### src/rtl/gf_seq.sv
// gf_seq: serializes a byte stream MSB-first into 2-bit Gaussian-filter symbols with sample strobe and flush tail.
// Define GF_SEQ_PREAMBLE_EN to insert a 32-symbol alternating preamble before the first byte's symbols.
module gf_seq #(
    parameter int unsigned DIV   = 8,
    parameter int unsigned OSR   = 4,
    parameter int unsigned FLUSH = 18
) (
    input  logic       clk,
    input  logic       rst,
    input  logic       start,
    input  logic [7:0] len,
    input  logic [7:0] data,
    input  logic       data_valid,
    output logic       data_ready,
    output logic [1:0] gf_x,
    output logic       gf_clk_en,
    output logic       busy,
    output logic       done,
    output logic       err
);

    localparam int unsigned DW = (DIV > 1)   ? $clog2(DIV)   : 1;
    localparam int unsigned SW = (OSR > 1)   ? $clog2(OSR)   : 1;
    localparam int unsigned FW = (FLUSH > 1) ? $clog2(FLUSH) : 1;

    localparam logic [DW-1:0] DIV_LAST   = DW'(DIV - 1);
    localparam logic [SW-1:0] OSR_LAST   = SW'(OSR - 1);
    localparam logic [FW-1:0] FLUSH_LAST = FW'(FLUSH - 1);

    localparam logic [1:0] SYM_P = 2'b01;
    localparam logic [1:0] SYM_N = 2'b11;
    localparam logic [1:0] SYM_Z = 2'b00;

    typedef enum logic [2:0] {
        S_IDLE,
        S_LOAD,
`ifdef GF_SEQ_PREAMBLE_EN
        S_PRE,
`endif
        S_SHIFT,
        S_FLUSH,
        S_FIN
    } state_t;

    state_t        state_q, state_d;
    logic [DW-1:0] div_cnt_q, div_cnt_d;
    logic [SW-1:0] samp_cnt_q, samp_cnt_d;
    logic [2:0]    bit_cnt_q, bit_cnt_d;
    logic [7:0]    shreg_q, shreg_d;
    logic [7:0]    pf_q, pf_d;
    logic          pf_full_q, pf_full_d;
    logic [7:0]    bytes_left_q, bytes_left_d;
    logic [FW-1:0] flush_cnt_q, flush_cnt_d;
    logic          err_flag_q, err_flag_d;
    logic [1:0]    gf_x_q, gf_x_d;
    logic          gf_clk_en_q, gf_clk_en_d;
`ifdef GF_SEQ_PREAMBLE_EN
    logic [4:0]    pre_cnt_q, pre_cnt_d;
`endif

    logic hs;
    logic tick;
    logic sym_end;

    function automatic logic [1:0] sym_of(input logic b);
        return b ? SYM_P : SYM_N;
    endfunction

    function automatic logic is_ticking(input state_t s);
        logic r;
        r = (s == S_SHIFT) || (s == S_FLUSH);
`ifdef GF_SEQ_PREAMBLE_EN
        r = r || (s == S_PRE);
`endif
        return r;
    endfunction

    function automatic logic is_streaming(input state_t s);
        logic r;
        r = (s == S_SHIFT);
`ifdef GF_SEQ_PREAMBLE_EN
        r = r || (s == S_PRE);
`endif
        return r;
    endfunction

    always_ff @(posedge clk or posedge rst) begin
        if (rst) begin
            state_q      <= S_IDLE;
            div_cnt_q    <= '0;
            samp_cnt_q   <= '0;
            bit_cnt_q    <= '0;
            shreg_q      <= '0;
            pf_q         <= '0;
            pf_full_q    <= 1'b0;
            bytes_left_q <= '0;
            flush_cnt_q  <= '0;
            err_flag_q   <= 1'b0;
            gf_x_q       <= SYM_Z;
            gf_clk_en_q  <= 1'b0;
`ifdef GF_SEQ_PREAMBLE_EN
            pre_cnt_q    <= '0;
`endif
        end else begin
            state_q      <= state_d;
            div_cnt_q    <= div_cnt_d;
            samp_cnt_q   <= samp_cnt_d;
            bit_cnt_q    <= bit_cnt_d;
            shreg_q      <= shreg_d;
            pf_q         <= pf_d;
            pf_full_q    <= pf_full_d;
            bytes_left_q <= bytes_left_d;
            flush_cnt_q  <= flush_cnt_d;
            err_flag_q   <= err_flag_d;
            gf_x_q       <= gf_x_d;
            gf_clk_en_q  <= gf_clk_en_d;
`ifdef GF_SEQ_PREAMBLE_EN
            pre_cnt_q    <= pre_cnt_d;
`endif
        end
    end

    always_comb begin
        state_d      = state_q;
        div_cnt_d    = div_cnt_q;
        samp_cnt_d   = samp_cnt_q;
        bit_cnt_d    = bit_cnt_q;
        shreg_d      = shreg_q;
        pf_d         = pf_q;
        pf_full_d    = pf_full_q;
        bytes_left_d = bytes_left_q;
        flush_cnt_d  = flush_cnt_q;
        err_flag_d   = err_flag_q;
        gf_x_d       = gf_x_q;
`ifdef GF_SEQ_PREAMBLE_EN
        pre_cnt_d    = pre_cnt_q;
`endif
        hs      = data_valid & data_ready;
        tick    = gf_clk_en_q;
        sym_end = tick && (samp_cnt_q == OSR_LAST);

        if (is_ticking(state_q)) begin
            div_cnt_d = (div_cnt_q == DIV_LAST) ? '0 : div_cnt_q + DW'(1);
            if (tick) begin
                samp_cnt_d = (samp_cnt_q == OSR_LAST) ? '0 : samp_cnt_q + SW'(1);
            end
        end else begin
            div_cnt_d  = '0;
            samp_cnt_d = '0;
        end

        if (hs && is_streaming(state_q)) begin
            pf_d         = data;
            pf_full_d    = 1'b1;
            bytes_left_d = bytes_left_q - 8'd1;
        end

        case (state_q)
            S_IDLE: begin
                if (start && (len != '0)) begin
                    state_d      = S_LOAD;
                    bytes_left_d = len;
                    err_flag_d   = 1'b0;
                end
            end
            S_LOAD: begin
                if (hs) begin
                    shreg_d      = data;
                    bytes_left_d = bytes_left_q - 8'd1;
                    bit_cnt_d    = '0;
`ifdef GF_SEQ_PREAMBLE_EN
                    state_d      = S_PRE;
                    pre_cnt_d    = '0;
                    gf_x_d       = SYM_P;
`else
                    state_d      = S_SHIFT;
                    gf_x_d       = sym_of(data[7]);
`endif
                end
            end
`ifdef GF_SEQ_PREAMBLE_EN
            S_PRE: begin
                if (sym_end) begin
                    if (pre_cnt_q == 5'd31) begin
                        state_d = S_SHIFT;
                        gf_x_d  = sym_of(shreg_q[7]);
                    end else begin
                        pre_cnt_d = pre_cnt_q + 5'd1;
                        gf_x_d    = pre_cnt_q[0] ? SYM_P : SYM_N;
                    end
                end
            end
`endif
            S_SHIFT: begin
                if (sym_end) begin
                    if (bit_cnt_q != 3'd7) begin
                        bit_cnt_d = bit_cnt_q + 3'd1;
                        shreg_d   = {shreg_q[6:0], 1'b0};
                        gf_x_d    = sym_of(shreg_q[6]);
                    end else if (pf_full_q || hs) begin
                        // a byte handshaken on the boundary edge bypasses the prefetch register
                        shreg_d   = pf_full_q ? pf_q : data;
                        pf_full_d = 1'b0;
                        bit_cnt_d = '0;
                        gf_x_d    = sym_of(pf_full_q ? pf_q[7] : data[7]);
                    end else begin
                        state_d     = S_FLUSH;
                        gf_x_d      = SYM_Z;
                        flush_cnt_d = '0;
                        err_flag_d  = (bytes_left_q != '0);
                    end
                end
            end
            S_FLUSH: begin
                if (tick) begin
                    if (flush_cnt_q == FLUSH_LAST) begin
                        state_d = S_FIN;
                    end else begin
                        flush_cnt_d = flush_cnt_q + FW'(1);
                    end
                end
            end
            S_FIN: begin
                state_d = S_IDLE;
            end
            default: begin
                state_d = S_IDLE;
            end
        endcase

        gf_clk_en_d = is_ticking(state_d) && (div_cnt_d == DIV_LAST);
    end

    always_comb begin
        data_ready = (state_q == S_LOAD) ||
                     (is_streaming(state_q) && !pf_full_q && (bytes_left_q != '0));
        busy       = (state_q != S_IDLE);
        done       = (state_q == S_FIN);
        err        = (state_q == S_FIN) && err_flag_q;
    end

    assign gf_x      = gf_x_q;
    assign gf_clk_en = gf_clk_en_q;

endmodule

### config.mk
export PLATFORM = sky130hd
export DESIGN_NAME = gf_seq
export DESIGN_NICKNAME = d
export VERILOG_FILES = /design/src/rtl/gf_seq.sv
export SDC_FILE = /design/constraint.sdc
export NUM_CORES = 1
export LEC_CHECK = 0
export ABC_AREA = 1
export CORE_UTILIZATION = 62
export CTS_CLUSTER_DIAMETER = 200
export DETAILED_ROUTE_END_ITERATION = 6
export GPL_TIMING_DRIVEN = 0
export PLACE_DENSITY = 0.89
export RECOVER_POWER = 50
export SYNTH_ARGS = -nofsm -noshare
export SYNTH_HDL_FRONTEND = slang
export SYNTH_SLANG_ARGS = --single-unit
export TNS_END_PERCENT = 10
### constraint.sdc
create_clock -name clk -period 5.5 [get_ports clk]
set_input_delay 1.1 -clock clk [delete_from_list [all_inputs] [get_ports clk]]
set_output_delay 1.1 -clock clk [all_outputs]
set_load 0.01 [all_outputs]
==> impl_metrics.ini <==
[outcome]
status = complete, no violations

[cts]
ctsHtreeMaxLevel = 2
post-cts-setup-buffers = 0
clock_path_buffers = 2
cts.sinks = 44
ctsResizeCount = 0
cts_tree = yes
ctsHoldBuffers = 0
cts_made_buffers = 5
clk_latency_ns = 0.31
clkTransAtPathRegs_ns = 0.09
cts_root_buffer = clkbuf_8

[setup_path]
r2r_slack_ns = 3.27
worstSetupStartpointType = register
path_max_fanout = 10
crit_type = reg -> out
cp-end-kind = primary output
crit_required_ns = 4.40
rr_endpoint = bytes_left_q[3]$_DFF_PP0_
path_cells = inv_1, ha_1, nand2_1, nor2_1, nand2_1, nand2_4, nand2_8, clkdlybuf4s50_1
regToRegStartpoint = bytes_left_q[0]$_DFF_PP0_
cpMostUsedCell = nand2_1
cp.arrival_ns = 2.26
cp_slowest_cell = clkdlybuf4s50_1
slowest_delay_ns = 0.48
reg2reg_depth = 12

[power_and_ir_drop]
clockPowerShare_pct = 38.0
p_comb_share_pct = 5.5
power.share.sequential_pct = 56.5
p_leak_nw = 1.638
p_sw_share_pct = 23.33
ir_drop_uv = 151.5
p_int_w = 0.0004387
p_per_area_mw_per_mm2 = 177.7
power_switching_w = 0.0001335

[worst_hold_path]
worstHoldStart = div_cnt_q[0]$_DFF_PP0_
hp-class = reg -> reg
whs_path_depth = 1
min_delay_worst_endpoint = div_cnt_q[0]$_DFF_PP0_

[synth]
synth_top_area_share_pct = 39.36
synth_common_cells = nand2_1, dfrtp_1, inv_1, nor2_1, nand3_1
avgSynthCellArea_um2 = 7.521
synth_edf_count = 0
synth_ff_type = dfrtp_1
synth_top_cell_by_area = dfrtp_1
synth_cell_types = 36
ys_warn_count = 0
synth_area_mm2 = 0.002798
ys_ff_latch = 44
synth_area_leaders = dfrtp_1, nand2_1, nand3_1
synth_nets = 400
async_flop_share_pct = 100.0
synth.most_common_cell = nand2_1
seq_area_frac_synth_pct = 39.36
synth_cells = 372

[timing]
worstMarginPinSlew_ns = 1.477
maxSlewViolCount = 0
fin_crit_ns = 3.358
fin_hold_ws_ns = 0.4749
hold_viol = 0
clock_skew_ns = 0.01219
relSlewSlack_pct = 1.521
final.period_utilization_pct = 61.05
setup_viol = 0
fin_setup_tns_ns = 0
max_freq_ghz = 0.2978
rsz0062_at_grt = no

[grt]
grt_max_degree = 28
grt_overflow = 0
busiest_layer = met2
grt_pass1_vias = 2601
use_met2_pct = 50.38
track_usage_pct = 29.62
use_met1_pct = 37.62
antenna_found_initial = 0
grt_pass1_wl_um = 11360
grt_use_met3_pct = 4.797

[placed_design]
portBuffers = 26
place_hpwl_um = 4880
gp_congestion = 0.9434
placedCellCount = 451
dpl_cell_area_mm2 = 0.003143

[floorplan]
die_y_um = 69.18
core_mm2 = 0.004354
die_x_um = 69.18
num_rows = 24
start_util_pct = 64.25
ios = 27
dieArea_mm2 = 0.004785

[routing]
via_per_inst = 5.734
drt-initial-drc-count = 316
wirelength_um = 6487
wire_per_inst_um = 14.13
vias = 2632
drc = 0
drt_first_pass_iters = 5
drtAntennaViolNets = 0

[run]
maxCapViolations = 0

[layout]
diodes = 0
postLayoutCoreUtil_pct = 73.94
nNetsFinal = 434
stdcell_count = 459
drive_gt1_share_pct = 11.06
final_design_area_no_fill_mm2 = 0.003219
area_delta_synth_final_pct = 15.07
[worst max-delay path by stage]
stage / start / to / slack [ns] / cells past startpoint
floorplan: bytes_left_q[0]$_DFF_PP0_ / data_ready / 3.22 / 7
global placement: rst / bytes_left_q[6]$_DFF_PP0_ / 2.49 / 2
detailed placement: bytes_left_q[0]$_DFF_PP0_ / data_ready / 2.51 / 8
CTS: bytes_left_q[0]$_DFF_PP0_ / data_ready / 2.17 / 8
global route: rst / pf_q[6]$_DFFE_PP0P_ / 1.92 / 3
finish: bytes_left_q[0]$_DFF_PP0_ / data_ready / 2.14 / 8
[placed cells by master, fill, tap and decap left out, types with 2 or more instances in the layout]
cell	instances
a21oi_1	12
buf_2	3
buf_6	3
clkbuf_8	6
clkdlybuf4s50_1	25
clkinv_2	2
dfrtp_1	44
ha_1	8
inv_1	34
inv_2	6
mux2i_1	3
nand2_1	118
nand2_2	3
nand2_4	3
nand3_1	30
nand3_4	2
nand4_1	11
nor2_1	32
nor2_2	2
nor2_4	3
nor3_1	3
o211ai_1	4
o21ai_0	16
o21ai_1	5
o21ai_2	7
o22ai_1	2
xor2_1	6
[logic make-up after synthesis]
group                      share of synthesized area (%)
adders and majority gates                          3.578
AOI/OAI and AO/OA                                  10.69
xor gates and xnor gates                           2.191
buffers and inverters                              8.005
DFF                                                39.36
muxes                                              1.073
and+or+nand+nor                                    35.11
[critical path, delay by kind of cell, from the launching register on]
family | cells | cell delay, ns
buffers and inverters | 2 | 0.64
AND/OR/NAND/NOR | 5 | 0.63
flip-flops | 1 | 0.41
adder cells (fa/ha/maj) | 1 | 0.26
[metrics by stage]
step	power (W)	setup WS (ns)
floorplan	0.0003420	3.216
global placement	0.0003609	2.491
detailed placement	0.0003629	2.514
CTS	0.0005744	2.171
global route	0.0005879	1.925
finish	0.0005722	2.142
[power by group through the flow]
stage | logic [W] | registers (W) | clock network (W)
CTS | 0.0000336 | 0.000323 | 0.000218
finish | 0.0000315 | 0.000323 | 0.000218
global placement | 0.0000312 | 0.000330 | 0
detailed placement | 0.0000333 | 0.000330 | 0
floorplan | 0.0000123 | 0.000330 | 0
global route | 0.0000355 | 0.000323 | 0.000229
[registers in the layout, summed over array words and instances (netlist names)]
register	cells
bit_cnt_q	3
bytes_left_q	8
div_cnt_q	3
err_flag_q	1
flush_cnt_q	5
gf_clk_en	1
gf_x	2
pf_full_q	1
pf_q	8
samp_cnt_q	2
shreg_q	7
state_q	3
[final cells by class]
cell class / instances / area (um2)
plain buffers: 7 / 63.81
fillers: 349 / 1135
well taps: 52 / 65.06
flip-flops and latches: 44 / 1101
inverters: 42 / 160.2
repair buffers: 27 / 264.0
clock inverters: 2 / 10.01
clock buffers: 6 / 82.58
multi-input cells: 279 / 1473
[per-layer routing]
layer,share of wire (%),up-vias
li1,-,1281
met5,0,-
met1,43,1245
met2,50,90
met4,2.1,0
met3,4.7,16
(Power assumes the default switching activity.)
